$ cat config.mk
export PLATFORM = sky130hd
export DESIGN_NAME = pmem_arbiter
export DESIGN_NICKNAME = d
export VERILOG_FILES = /design/src/rtl/pmem_arbiter_pkg.sv /design/src/rtl/pmem_arbiter_rr_pick.sv /design/src/rtl/pmem_arbiter.sv
export SDC_FILE = /design/constraint.sdc
export NUM_CORES = 1
export LEC_CHECK = 0
export CORE_AREA = 2 2 545 547
export CTS_BUF_LIST = sky130_fd_sc_hd__clkbuf_2 sky130_fd_sc_hd__clkbuf_4 sky130_fd_sc_hd__clkbuf_8
export DETAILED_ROUTE_END_ITERATION = 16
export DIE_AREA = 0 0 547 549
export PLACE_DENSITY = 0.3
export SYNTH_ARGS = -nofsm -noshare
export SYNTH_HDL_FRONTEND = slang
export SYNTH_HIERARCHICAL = 1
export SYNTH_SLANG_ARGS = --single-unit
$ cat constraint.sdc
create_clock -name clk -period 2.05 [get_ports clk]
set_input_delay 0.41 -clock clk [delete_from_list [all_inputs] [get_ports clk]]
set_output_delay 0.41 -clock clk [all_outputs]
set_load 0.01 [all_outputs]
$ cat src/rtl/pmem_arbiter_pkg.sv
// Shared types and helpers for the N-channel physical-memory arbiter.
package arb_pkg;

    typedef enum logic {
        IDLE = 1'b0,
        BUSY = 1'b1
    } arb_state_t;

    localparam int ARB_RR    = 0;
    localparam int ARB_FIXED = 1;
    localparam int MAX_CH    = 8;

    // Encodes a one-hot vector by OR-ing the indices of its set bits.
    function automatic int onehot_to_idx(input logic [MAX_CH-1:0] oh);
        int idx;
        idx = 0;
        for (int i = 0; i < MAX_CH; i++) begin
            if (oh[i]) begin
                idx = idx | i;
            end else begin
                idx = idx;
            end
        end
        return idx;
    endfunction

endpackage

$ cat src/rtl/pmem_arbiter_rr_pick.sv
// Combinational winner selection: rotating priority from ptr, or lowest index when mode is set.
module rr_pick
    import arb_pkg::*;
#(
    parameter int NUM_CH = 2,
    parameter int IDX_W  = 1
) (
    input  logic [NUM_CH-1:0] valid,
    input  logic [IDX_W-1:0]  ptr,
    input  logic              mode,
    output logic [IDX_W-1:0]  winner,
    output logic              any_valid
);

    logic [NUM_CH-1:0] oh_s;
    logic [IDX_W:0]    sum_s;
    logic [IDX_W-1:0]  j_s;

    // Scan channels in priority order and keep only the first valid one.
    always_comb begin
        oh_s  = '0;
        sum_s = '0;
        j_s   = '0;
        for (int k = 0; k < NUM_CH; k++) begin
            if (mode) begin
                j_s = IDX_W'(k);
            end else begin
                sum_s = {1'b0, ptr} + (IDX_W + 1)'(k);
                if (sum_s >= (IDX_W + 1)'(NUM_CH)) begin
                    sum_s = sum_s - (IDX_W + 1)'(NUM_CH);
                end else begin
                    sum_s = sum_s;
                end
                j_s = sum_s[IDX_W-1:0];
            end
            if ((oh_s == '0) && valid[j_s]) begin
                oh_s[j_s] = 1'b1;
            end else begin
                oh_s = oh_s;
            end
        end
    end

    assign winner    = IDX_W'(onehot_to_idx(MAX_CH'(oh_s)));
    assign any_valid = |valid;

endmodule

$ cat src/rtl/pmem_arbiter.sv
// N-channel cache-line arbiter in front of a single line-wide physical memory port.
module pmem_arbiter
    import arb_pkg::*;
#(
    parameter int NUM_CH     = 2,
    parameter int ADDR_WIDTH = 32,
    parameter int LINE_WIDTH = 256,
    parameter int ARB_MODE   = 0
) (
    input  logic                         clk,
    input  logic                         rst_n,
    input  logic [NUM_CH-1:0]            ch_read,
    input  logic [NUM_CH-1:0]            ch_write,
    input  logic [NUM_CH*ADDR_WIDTH-1:0] ch_address,
    input  logic [NUM_CH*LINE_WIDTH-1:0] ch_wdata,
    output logic [NUM_CH-1:0]            ch_resp,
    output logic [LINE_WIDTH-1:0]        ch_rdata,
    output logic                         pmem_read,
    output logic                         pmem_write,
    output logic [ADDR_WIDTH-1:0]        pmem_address,
    output logic [LINE_WIDTH-1:0]        pmem_wdata,
    input  logic                         pmem_resp,
    input  logic [LINE_WIDTH-1:0]        pmem_rdata,
    output logic [NUM_CH-1:0]            proto_err
);

    localparam int   IDX_W      = (NUM_CH > 1) ? $clog2(NUM_CH) : 1;
    localparam logic MODE_FIXED = (ARB_MODE == ARB_FIXED) ? 1'b1 : 1'b0;

    arb_state_t        state_r;
    arb_state_t        state_nx_s;
    logic [IDX_W-1:0]  grant_r;
    logic [IDX_W-1:0]  ptr_r;
    logic [IDX_W-1:0]  ptr_nx_s;
    logic [IDX_W-1:0]  win_s;
    logic [NUM_CH-1:0] valid_s;
    logic [NUM_CH-1:0] both_s;
    logic              any_valid_s;
    logic              load_s;
    logic              done_s;

    logic [ADDR_WIDTH-1:0] addr_a_s  [NUM_CH];
    logic [LINE_WIDTH-1:0] wdata_a_s [NUM_CH];

    for (genvar g = 0; g < NUM_CH; g++) begin : g_unpack
        assign addr_a_s[g]  = ch_address[g*ADDR_WIDTH +: ADDR_WIDTH];
        assign wdata_a_s[g] = ch_wdata[g*LINE_WIDTH +: LINE_WIDTH];
    end

    // A channel asserting both strobes is flagged and excluded from arbitration.
    assign valid_s  = ch_read ^ ch_write;
    assign both_s   = ch_read & ch_write;
    assign ch_rdata = pmem_rdata;
    assign ptr_nx_s = (grant_r == IDX_W'(NUM_CH - 1)) ? '0 : grant_r + IDX_W'(1);

    rr_pick #(
        .NUM_CH (NUM_CH),
        .IDX_W  (IDX_W)
    ) u_pick (
        .valid     (valid_s),
        .ptr       (ptr_r),
        .mode      (MODE_FIXED),
        .winner    (win_s),
        .any_valid (any_valid_s)
    );

    // Next-state and load/complete decisions.
    always_comb begin
        state_nx_s = state_r;
        load_s     = 1'b0;
        done_s     = 1'b0;
        case (state_r)
            IDLE: begin
                if (any_valid_s) begin
                    state_nx_s = BUSY;
                    load_s     = 1'b1;
                end else begin
                    state_nx_s = IDLE;
                end
            end
            BUSY: begin
                if (pmem_resp) begin
                    state_nx_s = IDLE;
                    done_s     = 1'b1;
                end else begin
                    state_nx_s = BUSY;
                end
            end
            default: begin
                state_nx_s = IDLE;
            end
        endcase
    end

    // Completion pulse to the granted channel, gated so a stray pmem_resp in IDLE is ignored.
    always_comb begin
        ch_resp = '0;
        if ((state_r == BUSY) && pmem_resp) begin
            ch_resp[grant_r] = 1'b1;
        end else begin
            ch_resp = '0;
        end
    end

    // FSM state, transaction latches, rotating pointer and sticky protocol errors.
    always_ff @(posedge clk) begin
        if (!rst_n) begin
            state_r      <= IDLE;
            grant_r      <= '0;
            ptr_r        <= '0;
            pmem_read    <= 1'b0;
            pmem_write   <= 1'b0;
            pmem_address <= '0;
            pmem_wdata   <= '0;
            proto_err    <= '0;
        end else begin
            state_r   <= state_nx_s;
            proto_err <= proto_err | both_s;
            if (load_s) begin
                grant_r      <= win_s;
                pmem_read    <= ch_read[win_s];
                pmem_write   <= ch_write[win_s];
                pmem_address <= addr_a_s[win_s];
                pmem_wdata   <= wdata_a_s[win_s];
            end else if (done_s) begin
                pmem_read  <= 1'b0;
                pmem_write <= 1'b0;
                if (ARB_MODE == ARB_RR) begin
                    ptr_r <= ptr_nx_s;
                end
            end
        end
    end

endmodule

### Word-level counts from Yosys, hierarchy flattened

Cells that the tools add are included.

* flip-flop bits (word level): 295
* logic and storage cells: 74

* $add $sub $neg: 4
* $lt $le $gt $ge: 10
* mux-type cells: 36
* bitwise operators: 7
* reductions and logical operators: 9

Operators by type and width (number)
* $mux 256: 3
* $mux 32: 3
* $mux 1: 23
* $lt 1x2->1 const B: 4
* $mux 2: 3
* $logic_and 1x1->1: 5
* $ge 2x2->1 const B: 2
* $or 2x2->2: 2
* $demux 1 s1: 3
* $ge 1x1->1 const B: 3
* $add 1x1->2 const B: 1
* $and 2x2->2: 1
* $ge 1x2->1 const B: 1
* $logic_not 2->1: 1
* $not 1->1: 2
* $not 1->2: 1
* $pmux 1 s2: 1
* $reduce_and 2->1: 1
* $reduce_bool 2->1: 1
* $reduce_or 2->1: 1
* $sub 1x1->1 const B: 2
* $xor 2x2->2: 1
* $add 1x1->1 const B: 1

### Logic depth before layout (Yosys ltp)

* depth in word-level cells: 15
* mapped depth: 8
* mapped depth without buffers: 5

### Modules after synthesis

Netlist, hierarchy kept.

By module, submodules not included
* pmem_arbiter: instances 1, cells an instance 1570, area each 14505.2 um^2, seq. area each 5905.7 um^2
* rr_pick: instances 1, cells an instance 3, area each 20.0 um^2, seq. area each 0.0 um^2

### Worst setup path after synthesis

No wires, ideal clock.

* path type: input to register
* start: input ch_read[1]
* end: register pmem_wdata[231]
* arrival: 1641 ps
* data required time: 1928 ps
* slack: 287 ps
* stages: 8
* path buffers: 3
* path through: ha_1 or2_1 nor2b_2 buf_4 buf_6 buf_4 o21ai_1 a21oi_1

RTL lines
* from (decl): line pmem_arbiter.sv:12 `input logic [NUM_CH-1:0] ch_read,`
* $xor 2x2->2: line pmem_arbiter.sv:51 `assign valid_s = ch_read ^ ch_write;`
* $reduce_or 2->1: line pmem_arbiter_rr_pick.sv:45 `assign any_valid = |valid;`
* net any_valid_s: line pmem_arbiter.sv:38 `logic any_valid_s;`
* $mux 1: line pmem_arbiter.sv:74 `if (any_valid_s) begin`
* $mux 1: line pmem_arbiter.sv:72 `case (state_r)`
* to (signal assigned): line pmem_arbiter.sv:124 `pmem_wdata <= wdata_a_s[win_s];`
* to (decl): line pmem_arbiter.sv:21 `output logic [LINE_WIDTH-1:0] pmem_wdata,`

The timed path passes the listed nets, and every way through them passes these cells. The select of a mux whose other input is x is not followed.
A chain may end at the register's enable or synchronous reset.

### Final worst setup path

* start: input ch_write[0]
* end: register pmem_wdata[103]

* word-level cells in the longest chain between the ends: 12

Ends and longest elaborated chain
* from (decl): line pmem_arbiter.sv:13 `input logic [NUM_CH-1:0] ch_write,`
* $xor 2x2->2 *: line pmem_arbiter.sv:51
* net valid_s[0]: line pmem_arbiter.sv:36 `logic [NUM_CH-1:0] valid_s;`
* $mux 1 (implied by the code) (2 in a row): line pmem_arbiter_rr_pick.sv:36 `if ((oh_s == '0) && valid[j_s]) begin`
* $mux 2: line pmem_arbiter_rr_pick.sv:36
* $logic_not 2->1: line pmem_arbiter_rr_pick.sv:36
* $logic_and 1x1->1: line pmem_arbiter_rr_pick.sv:36
* $mux 2 *: line pmem_arbiter_rr_pick.sv:36
* $mux 1 *: line pmem_arbiter_pkg.sv:18 `if (oh[i]) begin`
* net win_s: line pmem_arbiter.sv:35 `logic [IDX_W-1:0] win_s;`
* $not 1->2 (implied by the code) *: line pmem_arbiter.sv:124
* $mux 256 (implied by the code) * (3 in a row): line pmem_arbiter.sv:124

Mark *: on every way through the listed nets, which the timed path passes. The rest lies on a longest branch. The select of a mux whose other input is x is not followed.

==> metrics.md <==
| Metric | Value |
|---|---|
| Status | `completed` |
| YS warnings | `6` |
| Initial antenna violation count | `36` |
| Fin Clk Skew | `approximately 0.065 ns` |
| Startpoint types | `input port` |
| Die X-Extent | `around 550 µm` |
| Synth Area in XOR/XNOR | `0%` |
| Least-Margin Pin Slew | `0.491 ns` |
| Initial detailed-routing violation count | `slightly above 500` |
| Max Root-Sink Buffers | `4` |
| Share of the yosys chip area belonging to registers | `40.7%` |
| WL/cell | `approximately 24 µm` |
| DRC viols | `0` |
| Critical path class | `in2reg` |
| Max rail drop VDD | `363 µV` |
| Post-synthesis cell count | `1,573` |
| Clk Tree Root Cell | `clkbuf_8` |
| DP Cell Count | `roughly 6,100` |
| Top cells by area, synth | `dfxtp_1 41%, mux2i_1 20%, buf_4 14%, a21oi_1 10%, o21ai_0 5.4%` |
| Sw power | `just under 8 mW` |
| Global-route wire length before repair | `roughly 180,000 µm` |
| Die height | `~550 µm` |
| Clock transition at path regs | `0.06 ns` |
| Pwr Density | `~800 nW/µm²` |
| Port Buffers | `876` |
| Fmax | `496 MHz` |
| Max Cap Violations | `0` |
| Max-slew violations | `0` |
| Minimum clock period | `2.02 ns` |
| Async S/R FF share, synth | `0%` |
| Combinational family with the most area after synthesis | `compound AO/OA/AOI/OAI gates` |
| Comb pwr share | `a little under a third` |
| Distinct cells, synth | `23` |
| CP Max Fanout | `28` |
| Drt first pass iters | `4` |
| IO Pins | `around 1,400` |
| Largest net degree at the start of global routing | `70` |
| TritonCTS clock tree | `built` |
| Starting density of the core | `4.92%` |
| Number of synthesized flops with an enable pin | `0` |
| Worst-path cell chain | `clkdlybuf4s50_1, buf_4, ha_1, a21boi_4, buf_12, buf_12, mux2i_2, buf_4, a21oi_1` |
| Worst setup EP type | `flop` |
| Nets | `between 3,000 and 4,000` |
| Yosys top cell by area | `dfxtp_1` |
| Global-route usage over all layers | `approximately a tenth` |
| Post-DRT Antenna Nets | `0` |
| RSZ-0062 raised after global routing | `yes` |
| Clk pwr share | `37.0%` |
| Total Power | `22.6 mW` |
| Number of vias per cell | `2.32` |
| Htree depth | `3` |
| Post-synthesis cell area | `14,500 µm²` |
| Post-synthesis adder-cell area fraction | `less than 1%` |
| Max stage delay on crit path | `between 0.4 and 0.5 ns` |
| CP max stage cell | `clkdlybuf4s50_1` |
| Fin cells | `6,287` |
| Sequential cell area | `5930 µm²` |
| Compound-Gate Fraction of Synth Area | `20.2%` |
| Multi-input logic area | `6010 µm²` |
| # setup viols final | `0` |
| Worst EP arrival | `2.65 ns` |
| Synthesized area per cell | `between 9 and 10 µm²` |
| Final Hold Fails | `0` |
| Layout area overhead | `94.2%` |
| Yosys top cell area share | `between 40 and 50%` |
| Total Wirelength | `151,000 µm` |
| Worst EP required | `2.68 ns` |
| Clock tree sinks | `295` |
| Post-DP Area | `26,800 µm²` |
| Vias in the first global route | `15,500` |
| Leak | `approximately 10 nW` |
| Setup ws final | `between 0.03 and 0.04 ns` |
| Normalized max-slew margin | `66.6%` |
| Core box area | `295,000 µm²` |
| Fraction of layout cells with a size suffix above 1 | `19.4%` |
| Total Die Area | `~300,000 µm²` |
| HPWL after DPL | `133,000 µm` |
| Switching Share | `34.8%` |
| Routability-driven placement congestion ratio | `0.780` |
| Synth Area in Simple Gates | `0.534%` |
| Fill cells | `between 30,000 and 40,000` |
| Setup TNS | `0 ns` |
| Dpl ws | `-1.02 ns` |
| Sequential Power Share | `31.4%` |
| Grt ovf | `0` |
| Min-Delay Path Class | `in2reg` |
| Post-layout instance area | `28,200 µm²` |
| Post-synth top cells | `295 x dfxtp_1, 290 x mux2i_1, 289 x a21oi_1` |
| Vias | `14,600` |
| Seq cells post-synth | `between 200 and 300` |
| Clock latency on the worst-skew pair | `0.80 ns` |
| Multiplexer area fraction after synthesis | `20.0%` |
| Cell internal pwr | `around 15 mW` |
| Syn Nets | `2,414` |
| Top-count cell post-synth | `dfxtp_1` |
| Total CTS buffers | `75` |
| Top FF cell, synth | `dfxtp_1` |
| Fin crit share | `98.4%` |
| Rows | `200` |
==> cells in the final DEF (no fill, tap or decap), types with 2 or more instances in the layout <==
cell	n
clkdlybuf4s50_1	581
a21oi_1	289
mux2i_1	284
dfxtp_1	281
buf_4	198
o21ai_0	156
o21ai_1	132
dlygate4sd2_1	125
clkbuf_8	88
buf_2	41
clkdlybuf4s15_2	31
buf_12	29
clkbuf_4	27
clkdlybuf4s15_1	14
diode_2	12
dfxtp_2	12
mux2i_2	6
nand2_1	6
bufinv_16	5
clkinv_2	4
nand2b_1	3
clkinvlp_4	3
o21a_1	2
o22ai_1	2
a21boi_0	2
ha_1	2
dfxtp_4	2
==> state kept, by name (all words and copies together), names as in the netlist <==
signal        flops
ptr_r             1
pmem_wdata      256
grant_r           1
pmem_write        1
pmem_read         1
state_r           1
pmem_address     32
proto_err         2
==> metrics by stage <==
step	hold slack [ns]	utilization, %
2_1_floorplan	0.452	-
3_3_place_gp	0.448	9.09
4_1_cts	0.0723	9.55
6_report	0.232	9.56
3_5_place_dp	0.451	9.09
5_1_grt	0.130	9.56
==> path summary, 6_finish.rpt <==
kind / endpoint / slack (ns) / startpoint / cells after the start
worst max-delay path: pmem_wdata[103]$_SDFFE_PN0P_ / 0.03 / ch_write[0] / 9
worst min-delay path: pmem_wdata[9]$_SDFFE_PN0P_ / 0.23 / ch_wdata[265] / 3
worst max register to register: pmem_wdata[103]$_SDFFE_PN0P_ / 0.13 / ptr_r$_SDFFE_PN0P_ / 7
worst min register to register: proto_err[0]$_SDFF_PN0_ / 0.46 / proto_err[0]$_SDFF_PN0_ / 1
==> layout make-up <==
cell class	count	share of cell area [%]
antenna	12	0.106
clock buffer	115	5.01
clock inverter	12	0.683
multi-input combinational	892	21.3
sequential	295	21.0
tap	3939	17.5
timing repair buffer	1022	34.4
==> layer usage <==
layer / global-route usage, % / wire length [µm] / share of wire, % / vias up
met2: 14.8 / 66000 / 44 / 949
li1: - / - / - / 6801
met1: 8.65 / 47400 / 31 / 6516
met4: 4.36 / 7130 / 4.7 / 12
met3: 8.91 / 30300 / 20 / 318
met5: 0 / 90 / 0.060 / -
==> power groups by stage <==
stage          Sequential (mW)  Combinational (mW)  Clock (mW)
3_3_place_gp              7.24                7.81           0
6_report                  7.11                7.13        8.37
2_1_floorplan             7.42                2.66           0
4_1_cts                   7.13                7.46        8.91
5_1_grt                   7.21                7.85        9.10
3_5_place_dp              7.23                7.77           0
==> cells by family (layout without fill, tap and decap cells) <==
| kind of cell | Yosys count | in the layout |
|---|---|---|
| AOI/OAI and AO/OA | 584 | 584 |
| buffers and inverters | 386 | 1149 |
| DFF | 295 | 295 |
| muxes | 290 | 290 |
| and+or+nand+nor | 15 | 15 |
| adders and majority gates | 2 | 2 |
| other | 1 | 13 |
==> worst max-delay path, delay by kind of cell <==
kind | cells | cell delay [ns]
multiplexers | 1 | 0.38
AO/OA/AOI/OAI | 2 | 0.27
adder cells (fa/ha/maj) | 1 | 0.31
buffers and inverters | 5 | 1.21
==> what timing repair did <==
action	CTS	global route
buffers inserted	1	0
resized for setup	474	5
hold buffers	1	0
endpoints found under the hold margin	9	0
pin swaps	2	1
setup endpoints to repair	219	4
Note: power is estimated with default switching activity, not from simulation.
